`src/rtl/load_store_unit.sv`:
```
// Load/store alignment unit: formats memory load data, replicates store data across
// byte lanes with matching byte enables, and flags misaligned accesses. One cycle of latency.
module load_store_unit (
    input  logic        clk,
    input  logic        rst_n,
    input  logic [2:0]  LSUOP,
    input  logic [31:0] inData_load,
    input  logic [31:0] inData_store,
    input  logic [31:0] inAddr,
    output logic [31:0] outData_load,
    output logic [31:0] outData_store,
    output logic [15:0] outAddr,
    output logic [3:0]  outBE,
    output logic        outMisaligned
);

    typedef enum logic [2:0] {
        OP_LW  = 3'd0,
        OP_LH  = 3'd1,
        OP_LHU = 3'd2,
        OP_LB  = 3'd3,
        OP_LBU = 3'd4,
        OP_SW  = 3'd5,
        OP_SH  = 3'd6,
        OP_SB  = 3'd7
    } lsuOp_t;

    lsuOp_t      op;
    logic [15:0] halfSel;
    logic [7:0]  byteSel;
    logic [31:0] loadNext;
    logic [31:0] storeNext;
    logic [3:0]  beNext;
    logic        misalignedNext;

    assign op = lsuOp_t'(LSUOP);

    // Lane selection and formatting; misaligned accesses still select by the low address bits.
    always_comb begin
        halfSel        = inAddr[1] ? inData_load[31:16] : inData_load[15:0];
        byteSel        = 8'h00;
        loadNext       = 32'h0;
        storeNext      = 32'h0;
        beNext         = 4'b0000;
        misalignedNext = 1'b0;

        case (inAddr[1:0])
            2'd0:    byteSel = inData_load[7:0];
            2'd1:    byteSel = inData_load[15:8];
            2'd2:    byteSel = inData_load[23:16];
            default: byteSel = inData_load[31:24];
        endcase

        case (op)
            OP_LW: begin
                loadNext       = inData_load;
                misalignedNext = (inAddr[1:0] != 2'b00);
            end
            OP_LH: begin
                loadNext       = {{16{halfSel[15]}}, halfSel};
                misalignedNext = inAddr[0];
            end
            OP_LHU: begin
                loadNext       = {16'h0, halfSel};
                misalignedNext = inAddr[0];
            end
            OP_LB:  loadNext = {{24{byteSel[7]}}, byteSel};
            OP_LBU: loadNext = {24'h0, byteSel};
            OP_SW: begin
                storeNext      = inData_store;
                beNext         = 4'b1111;
                misalignedNext = (inAddr[1:0] != 2'b00);
            end
            OP_SH: begin
                storeNext      = {2{inData_store[15:0]}};
                beNext         = inAddr[1] ? 4'b1100 : 4'b0011;
                misalignedNext = inAddr[0];
            end
            default: begin
                storeNext = {4{inData_store[7:0]}};
                beNext    = 4'b0001 << inAddr[1:0];
            end
        endcase

        if (misalignedNext)
            beNext = 4'b0000;
    end

    always_ff @(posedge clk or negedge rst_n) begin
        if (!rst_n) begin
            outData_load  <= 32'h0;
            outData_store <= 32'h0;
            outAddr       <= 16'h0;
            outBE         <= 4'b0000;
            outMisaligned <= 1'b0;
        end else begin
            outData_load  <= loadNext;
            outData_store <= storeNext;
            outAddr       <= inAddr[15:0];
            outBE         <= beNext;
            outMisaligned <= misalignedNext;
        end
    end

endmodule

```
`config.mk`:
```
export PLATFORM = sky130hd
export DESIGN_NAME = load_store_unit
export DESIGN_NICKNAME = d
export VERILOG_FILES = /design/src/rtl/load_store_unit.sv
export SDC_FILE = /design/constraint.sdc
export NUM_CORES = 1
export LEC_CHECK = 0
export CORE_UTILIZATION = 29
export CTS_CLUSTER_DIAMETER = 120
export DETAILED_ROUTE_END_ITERATION = 10
export SYNTH_ARGS = -nofsm -noshare
export SYNTH_HDL_FRONTEND = slang
export SYNTH_SLANG_ARGS = --single-unit
```
`constraint.sdc`:
```
create_clock -name clk -period 0.8 [get_ports clk]
set_input_delay 0.08 -clock clk [delete_from_list [all_inputs] [get_ports clk]]
set_output_delay 0.08 -clock clk [all_outputs]
set_load 0.01 [all_outputs]
```
==> summary.txt, run 1 <==
Outcome
  – Status: finished with violations
  – Failing checks: negative setup slack

Final layout
  – Fill cells: 1128
  – Share of layout cells above drive strength 1: 44.56%
  – Post-route cell area: 6511 um^2
  – Area added between synthesis and finish: 74.87%
  – Final Core Density: 51.81%
  – ANT cells: 0
  – Final #Nets: 658

Clock network
  – CTS tree: yes
  – Clock sinks: 85
  – Num CTS Buffers: 9
  – Clock slew at reported path FFs: 0.06 ns
  – Maximum root-to-sink buffer count: 2
  – H-tree levels: 3
  – Clock root cell: clkbuf_16

Synthesis
  – YS warnings: 0
  – EDFF count, synth: 0
  – Seq/Total Area, Yosys: 57.12%
  – Syn Area/Cell: 11.49 um^2
  – Count of state elements after synthesis: 85
  – Count leader, synth: dfrtp_1
  – Mapped cell area: 3724 um^2
  – Gate Count Post-Synth: 324
  – Top post-synthesis cells by area: dfrtp_1 (57%), mux4_2 (4.8%), nand2_1 (3.9%), nand2b_1 (3.9%), a21boi_0 (3.2%)
  – Commonest cells post-synth: dfrtp_1 (85), nand2_1 (39), nand2b_1 (23)
  – Ys flop type: dfrtp_1
  – Top cell type's share of synthesized area: 57.12%
  – Async S/R FF share, synth: 100.0%
  – Syn Nets: 425
  – Yosys cell types: 32
  – Top cell type by total area after synthesis: dfrtp_1

Pwr
  – Clock power frac: 38.1%
  – Static leakage: 3.164 nW
  – Pint: 8.662 mW
  – Switching Fraction: 24.83%
  – Combinational share of power: 21.4%
  – NetSw: 2.861 mW
  – Total power: 11.52 mW
  – Peak supply drop: 1090 uV
  – Flop pwr share: 40.5%
  – Power Density: 1770 nW/um^2

Drt
  – WL final: 12380 um
  – Routed len/inst: 16.89 um
  – Drt initial violations: 178
  – Routed vias/inst: 4.565
  – Detailed Routing Iterations Pass 1: 4
  – # DRC: 0
  – Via Count: 3346
  – Antenna viol nets, final: 0

Worst setup path
  – Req. time, crit path: 0.72 ns
  – Kind of end point of the critical path: output port
  – Crit-path max FO: 1
  – Critical path's top delay family: flip-flops
  – CP Launch Type: register
  – Critical path's slowest cell: dfrtp_1
  – Slowest stage delay, CP: 0.39 ns
  – Critical Path AT: 0.86 ns
  – Buf+Inv Stages, Crit Path: 1
  – CP Class: register to output port
  – CP cell instances: buf_2

Die
  – Core Area: 12570 um^2
  – I/O Pins: 186
  – Initial core utilization: 29.63%
  – Die area: 13300 um^2
  – Die width: 115.3 um
  – Die Y-Extent: 115.3 um
  – Num rows: 41

Job
  – Max-cap viol count: 0

STA
  – RSZ-0062 raised after global routing: yes
  – Hold Vio Cnt, Final: 0
  – Final worst-path setup slack: -0.1445 ns
  – Fmax: 1.059 GHz
  – Worst-Margin Slew: 0.4198 ns
  – Setup violations, final: 116
  – Max transition margin: 71.89%
  – Final min period: 0.9445 ns
  – Setup TNS: -11.59 ns
  – Max-slew violations: 0
  – Fin crit share: 118.1%

Global route
  – GRT Util Overall: 18.52%
  – Global-route wire length before repair: 18530 um
  – Antenna violations before repair: 0
  – Largest net degree at the start of global routing: 36
  – Vias in the first global route: 3417
  – Grt total ovfl: 0

Placement
  – GP Congestion: 0.8021
  – Area after DPL: 6102 um^2
  – HPWL Detailed: 8931 um
  – PortBufs: 169

Hold path
  – Min-Delay Path Class: input pin to register
[routing by layer]
metal | up-vias | global-route usage, % | part of all wire (%)
li1 | 1590 | - | -
met1 | 1651 | 24.71 | 44
met2 | 90 | 30.50 | 50
met3 | 15 | 2.583 | 3.9
met4 | 0 | 7.100 | 1.5
met5 | - | 0 | 0
[path summary, 6_finish.rpt]
path / from / to / slack, ns / depth (start not counted)
worst max-delay path: outData_load[23] / outData_load[23] / -0.14 / 1
worst min-delay path: inData_load[15] / outData_load[15] / 0.03 / 3
min in group asynchronous: rst_n / outData_store[26] / 0.13 / 2
max in group asynchronous: rst_n / outData_load[8] / 0.24 / 3
[power by group through the flow]
stage | combinational, mW | sequential, mW | clock [mW]
global placement | 2.40 | 4.73 | 0
global route | 2.66 | 4.69 | 4.67
finish | 2.47 | 4.67 | 4.39
detailed placement | 2.43 | 4.73 | 0
CTS | 2.30 | 4.66 | 4.50
floorplan | 0.783 | 4.87 | 0
[final cells by class]
cell class	instances	area, um^2	share of cell area, %
Timing Repair Buffer	247	2166	33.26
Sequential cell	85	2127	32.67
Multi-Input combinational cell	207	1663	25.54
Clock buffer	10	229.0	3.517
Tap cell	172	215.2	3.305
Clock inverter	5	85.08	1.307
Inverter	7	26.28	0.4035
[flip-flops by register name, summed over array words and instances (netlist names)]
register	cells
outAddr	16
outMisaligned	1
outData_store	32
outBE	4
outData_load	32
[through the flow]
| step | worst slack, ns | hold WS (ns) | cells |
|---|---|---|---|
| final | -0.1445 | 0.02728 | 733 |
| after global routing | -0.1658 | 0.03178 | 733 |
| after CTS | -0.1548 | 0.03196 | 727 |
| after detailed placement | -0.9593 | -0.06624 | 704 |
| after global placement | -0.9260 | -0.06823 | 704 |
| after floorplan | -0.3694 | -0.2156 | 324 |
[cell usage in the layout, fill, tap and decap left out, types with 14 or more instances in the layout]
cell             Yosys  layout
buf_4                1      61
dfrtp_1             85      85
nand2b_1            23      20
dlygate4sd2_1        0      28
buf_6                2      39
a21o_1              16      16
a21oi_2              0      16
clkdlybuf4s50_1      0      44
buf_2               12      58
nand2_1             39      32
a21boi_1             0      14
[kinds of logic after synthesis]
group           after synthesis  synth area share [%]
simple gates                 95                 13.14
buf+inv                      33                 4.234
flops                        85                 57.12
compound gates               84                 15.22
mux                          27                 10.28
[what timing repair did]
item	4_1_cts	5_1_grt
pin swaps	6	6
hold buffers	2	0
setup buffers	4	4
gates cloned	2	3
endpoints found under the hold margin	86	0
endpoints found under the setup margin	154	121
resized for setup	447	47
No activity file was read; power rests on OpenSTA's default activity.
==> run 2, diff against run 1 <==
==> constraint.sdc (replaced) <==
create_clock -name clk -period 0.91 [get_ports clk]
set_input_delay 0.091 -clock clk [delete_from_list [all_inputs] [get_ports clk]]
set_output_delay 0.091 -clock clk [all_outputs]
set_load 0.01 [all_outputs]
==> run 2 against run 1 <==
Net effect: the flow finishes with violations (design-rule violations, negative setup slack); first-iteration DRC count down 16%; clock-buffer cell count down 1; setup slack better by 0.082 ns; combinational power down 20%; die area unchanged; via count down 2.3%; cell count down 2.2%; sequential share of layout area up 1.6 points; largest cell class is now sequential cells; largest power group unchanged.
==> summary.txt, run 2 (same netlist as run 1, synthesis figures left out) <==
Outcome
  – Status: finished with violations
  – Failing checks: design-rule violations, negative setup slack

Worst setup path
  – CP cell instances: buf_2
  – Critical Path AT: 0.88 ns
  – Req. time, crit path: 0.82 ns
  – Buf+Inv Stages, Crit Path: 1
  – CP Class: register to output port
  – Crit-path max FO: 1
  – Critical path's top delay family: flip-flops
  – Kind of end point of the critical path: output port
  – CP Launch Type: register
  – Critical path's slowest cell: dfrtp_1
  – Slowest stage delay, CP: 0.40 ns

Placement
  – GP Congestion: 0.8439
  – PortBufs: 169
  – # placed instances: 696
  – HPWL Detailed: 9144 um

Clock network
  – Maximum root-to-sink buffer count: 2
  – Clock root cell: clkbuf_16
  – CTS tree: yes
  – Clock sinks: 85
  – H-tree levels: 3
  – Num CTS Buffers: 9
  – Clock slew at reported path FFs: 0.06 ns

Drt
  – Routed vias/inst: 4.558
  – # DRC: 2
  – WL final: 12000 um
  – Via Count: 3268
  – Antenna viol nets, final: 0
  – Routed len/inst: 16.73 um
  – Drt initial violations: 149
  – Detailed Routing Iterations Pass 1: 8

STA
  – Max-slew violations: 0
  – Worst-Margin Slew: 0.2925 ns
  – RSZ-0062 raised after global routing: yes
  – Max transition margin: 80.50%
  – Setup violations, final: 75
  – Final min period: 0.9722 ns
  – Fin crit share: 106.8%
  – Final worst-path setup slack: -0.06215 ns
  – Hold Vio Cnt, Final: 0
  – Setup TNS: -1.024 ns
  – Fmax: 1.029 GHz

Die
  – Core Area: 12570 um^2
  – I/O Pins: 186
  – Die Y-Extent: 115.3 um
  – Num rows: 41
  – Die width: 115.3 um
  – Die area: 13300 um^2
  – Initial core utilization: 29.63%

Hold path
  – Min-Delay Path Class: input pin to register

Final layout
  – Most common cell after layout, fill and taps aside: dfrtp_1
  – Final Non-Filler Cells: 717
  – Share of layout cells above drive strength 1: 37.61%
  – Fill cells: 1149
  – Final #Nets: 641
  – Area added between synthesis and finish: 66.57%
  – Most frequent cells in the layout: dfrtp_1 (85), buf_2 (69), clkdlybuf4s50_1 (51), buf_4 (51), nand2_1 (39)
  – Largest registers: outData_load (32), outData_store (32), outAddr (16)
  – ANT cells: 0

Global route
  – Grt total ovfl: 0
  – Largest net degree at the start of global routing: 30
  – Vias in the first global route: 3459
  – Antenna violations before repair: 0
  – Global-route wire length before repair: 18390 um
  – GRT Util Overall: 18.26%

Pwr
  – Static leakage: 3.090 nW
  – Power Density: 1574 nW/um^2
  – Peak supply drop: 1098 uV

Job
  – Max-cap viol count: 0
-- run 2: changes by cell type in the layout (fill, tap and decap cells not counted), sizes merged --
cell           change
dlygate4sd2       -17
nand3              -1
inv                +2
buf               -13
clkbuf             -5
dlymetal6s2s      +11
clkinv             +2
bufbuf             +1
dlygate4sd3        -1
bufinv             -1
clkinvlp           -1
clkdlybuf4s50      +7
-- run 2: cell type report --
cell class                 count  area (um^2)  area share [%]
clock buffer                   9        225.2           3.631
clock inverter                 7        81.33           1.311
inverter                       7        26.28          0.4236
multi-input combinational    206         1523           24.55
sequential                    85         2127           34.29
tap                          172        215.2           3.470
timing repair buffer         231         2004           32.32
-- run 2: report_power, final --
part	internal (mW)	switching (mW)	leakage [nW]
logic	1.07	0.899	1.84
registers	4.01	0.0817	1.09
clock network	2.17	1.52	0.152
-- run 2: worst paths after layout --
path / start / to / slack (ns) / cells after the start
worst max-delay path: outData_load[31] / outData_load[31] / -0.06 / 1
max in group asynchronous: rst_n / outData_load[10] / 0.27 / 3
worst min-delay path: inAddr[0] / outAddr[0] / 0.04 / 2
min in group asynchronous: rst_n / outData_store[8] / 0.20 / 2
-- run 2: through the flow --
step	hold slack (ns)	setup slack (ns)	area (um^2)	util, %	total power, mW
global placement	-0.006969	-0.8811	6033	48.00	6.229
global route	0.03481	-0.08289	6202	49.35	10.21
detailed placement	0.002184	-0.7845	6033	48.00	6.250
CTS	0.02353	-0.07523	6076	48.34	9.840
finish	0.03595	-0.06215	6202	49.35	9.762
floorplan	-0.2046	-0.2704	3819	-	4.935
-- run 2: layer usage --
layer / share of wire (%) / GRT usage (%) / up-vias / wire length (um)
li1: - / - / 1551 / -
met3: 4.3 / 3.479 / 17 / 514
met5: 0 / 0 / - / 0
met2: 49 / 28.94 / 96 / 5863
met1: 45 / 24.98 / 1604 / 5349
met4: 2.2 / 6.320 / 0 / 269
-- run 2: repair_timing --
item | 4_1_cts | 5_1_grt
buffers inserted | 2 | 0
pin swaps | 6 | 2
gates cloned | 2 | 0
hold endpoints to repair | 85 | 0
endpoints found under the setup margin | 153 | 100
hold buffers | 1 | 0
resized for setup | 406 | 34
==> run 3, diff against run 2 <==
--- a/config.mk
+++ b/config.mk
@@ -8,6 +8,7 @@
 export CORE_UTILIZATION = 29
 export CTS_CLUSTER_DIAMETER = 120
 export DETAILED_ROUTE_END_ITERATION = 10
+export RECOVER_POWER = 25
 export SYNTH_ARGS = -nofsm -noshare
 export SYNTH_HDL_FRONTEND = slang
 export SYNTH_SLANG_ARGS = --single-unit
==> run 3 against run 2 <==
Net effect: utilization decreased by 0.10 points; sequential cell count unchanged; sequential share of layout area increased by 0.069 points; critical path type unchanged; critical path depth is the same; largest power group unchanged; total power shrank 0.20%; wire length about the same; clock-buffer cell count unchanged; fmax about the same; design area down 0.20%; highest routed layer unchanged; first-iteration DRC count decreased by 6.7%; worst hold slack is essentially flat; the flow still finishes with violations (design-rule violations, negative setup slack).
==> summary.txt, run 3 (same netlist as run 1, synthesis figures left out) <==
Final layout
  – Most common cell after layout, fill and taps aside: dfrtp_1
  – Largest registers: outData_load (32), outData_store (32), outAddr (16)
  – ANT cells: 0
  – Most frequent cells in the layout: dfrtp_1 (85), buf_2 (68), buf_4 (49), nand2_1 (39), clkdlybuf4s50_1 (37)
  – Area added between synthesis and finish: 66.23%
  – Final #Nets: 641
  – Final Core Density: 49.25%
  – Share of layout cells above drive strength 1: 37.25%

Drt
  – Via Count: 3258
  – Antenna viol nets, final: 0
  – WL final: 11990 um
  – Routed vias/inst: 4.544
  – Drt initial violations: 139
  – Detailed Routing Iterations Pass 1: 8
  – Routed len/inst: 16.73 um
  – # DRC: 2

Die
  – I/O Pins: 186
  – Die Y-Extent: 115.3 um
  – Num rows: 41
  – Die area: 13300 um^2
  – Initial core utilization: 29.63%
  – Die width: 115.3 um
  – Core Area: 12570 um^2

Worst setup path
  – Critical path's slowest cell: dfrtp_1
  – Crit-path max FO: 1
  – CP Class: register to output port
  – Req. time, crit path: 0.82 ns
  – Slowest stage delay, CP: 0.40 ns
  – CP Launch Type: register
  – Buf+Inv Stages, Crit Path: 1
  – Critical Path AT: 0.88 ns
  – CP cell instances: buf_2
  – Kind of end point of the critical path: output port
  – Critical path's top delay family: flip-flops

Pwr
  – Power Density: 1574 nW/um^2
  – Flop pwr share: 42.0%
  – Switching Fraction: 25.70%
  – Combinational share of power: 20.0%
  – NetSw: 2.504 mW
  – Static leakage: 3.085 nW
  – Pint: 7.238 mW
  – Clock power frac: 37.9%
  – Peak supply drop: 1098 uV

Placement
  – GP Congestion: 0.8439
  – HPWL Detailed: 9144 um
  – PortBufs: 169

STA
  – Setup violations, final: 92
  – Max transition margin: 63.92%
  – Max-slew violations: 0
  – RSZ-0062 raised after global routing: yes
  – Fin crit share: 106.9%
  – Hold Vio Cnt, Final: 0
  – Fmax: 1.028 GHz
  – Final min period: 0.9724 ns
  – Final worst-path setup slack: -0.06237 ns
  – Worst-Margin Slew: 0.5412 ns
  – Worst hold margin: 0.03569 ns
  – Setup TNS: -1.229 ns

Outcome
  – Failing checks: design-rule violations, negative setup slack
  – Status: finished with violations

Global route
  – Global-route wire length before repair: 18390 um
  – Vias in the first global route: 3459
  – Grt total ovfl: 0
  – GRT Util Overall: 18.26%
  – Largest net degree at the start of global routing: 30
  – Antenna violations before repair: 0

Clock network
  – Clock root cell: clkbuf_16
  – CTS tree: yes
  – H-tree levels: 3
  – Clock slew at reported path FFs: 0.06 ns
  – Clock sinks: 85
  – Maximum root-to-sink buffer count: 2
  – Num CTS Buffers: 9

Hold path
  – WHS Endpoint: outAddr[0]
  – Min-Delay Path Class: input pin to register
  – Hold path start: inAddr[0]
  – Min-Delay Path Depth: 2

Job
  – Max-cap viol count: 0
==> run 3: cell count changes in the layout (fill, tap and decap cells not counted), sizes merged <==
| cell | previous run | this run |
|---|---|---|
| dlygate4sd3 | 1 | 15 |
| buf | 154 | 151 |
| clkbuf | 9 | 12 |
| clkdlybuf4s50 | 51 | 37 |
==> run 3: how the worst max path moves through the flow <==
| stage | startpoint | endpoint | slack, ns | cells after the start |
|---|---|---|---|---|
| 2_1_floorplan | inAddr[0] | outData_load[16] | -0.27 | 5 |
| 3_3_place_gp | inAddr[1] | outData_load[7] | -0.88 | 7 |
| 3_5_place_dp | inAddr[1] | outData_load[7] | -0.78 | 7 |
| 4_1_cts | outData_load[31] | outData_load[31] | -0.08 | 1 |
| 5_1_grt | inAddr[1] | outData_load[11] | -0.08 | 7 |
| 6_report | outData_load[31] | outData_load[31] | -0.06 | 1 |
==> run 3: final cells by class <==
| cell class | count | area (um^2) |
|---|---|---|
| clock buffers | 9 | 225.2 |
| clock inverters | 7 | 81.33 |
| fillers | 1150 | 6379 |
| inverters | 7 | 26.28 |
| multi-input cells | 206 | 1523 |
| flip-flops and latches | 85 | 2127 |
| well taps | 172 | 215.2 |
| repair buffers | 231 | 1992 |
==> run 3: power groups by stage <==
stage          Combinational, mW  Clock, mW  Sequential (mW)
2_1_floorplan              0.655          0             4.28
3_3_place_gp                2.06          0             4.17
6_report                    1.95       3.69             4.10
3_5_place_dp                2.09          0             4.16
4_1_cts                     1.95       3.80             4.09
5_1_grt                     2.11       3.96             4.12
==> run 3: timing repair <==
item                                    CTS  global route
cloned                                    2             0
hold endpoints to repair                 85             0
hold buffers                              1             0
gates resized for setup                 406            34
setup buffers                             2             0
pin swaps                                 6             2
endpoints found under the setup margin  153           100
==> run 3: per-layer routing <==
layer	wire length, um	part of all wire [%]	vias up	GRT usage (%)
met3	490	4.1	17	3.479
met5	0	0	-	0
met1	5364	45	1599	24.98
li1	-	-	1550	-
met2	5868	49	92	28.94
met4	269	2.2	0	6.320
==> run 3: metrics by stage <==
step                std cells  instance area (um^2)  total power [mW]  setup WS, ns
finish                    717                  6190             9.742      -0.06237
global route              717                  6190             10.19      -0.08401
detailed placement        696                  6033             6.250       -0.7845
floorplan                 324                  3819             4.935       -0.2704
global placement          696                  6033             6.229       -0.8811
CTS                       717                  6076             9.840      -0.07523
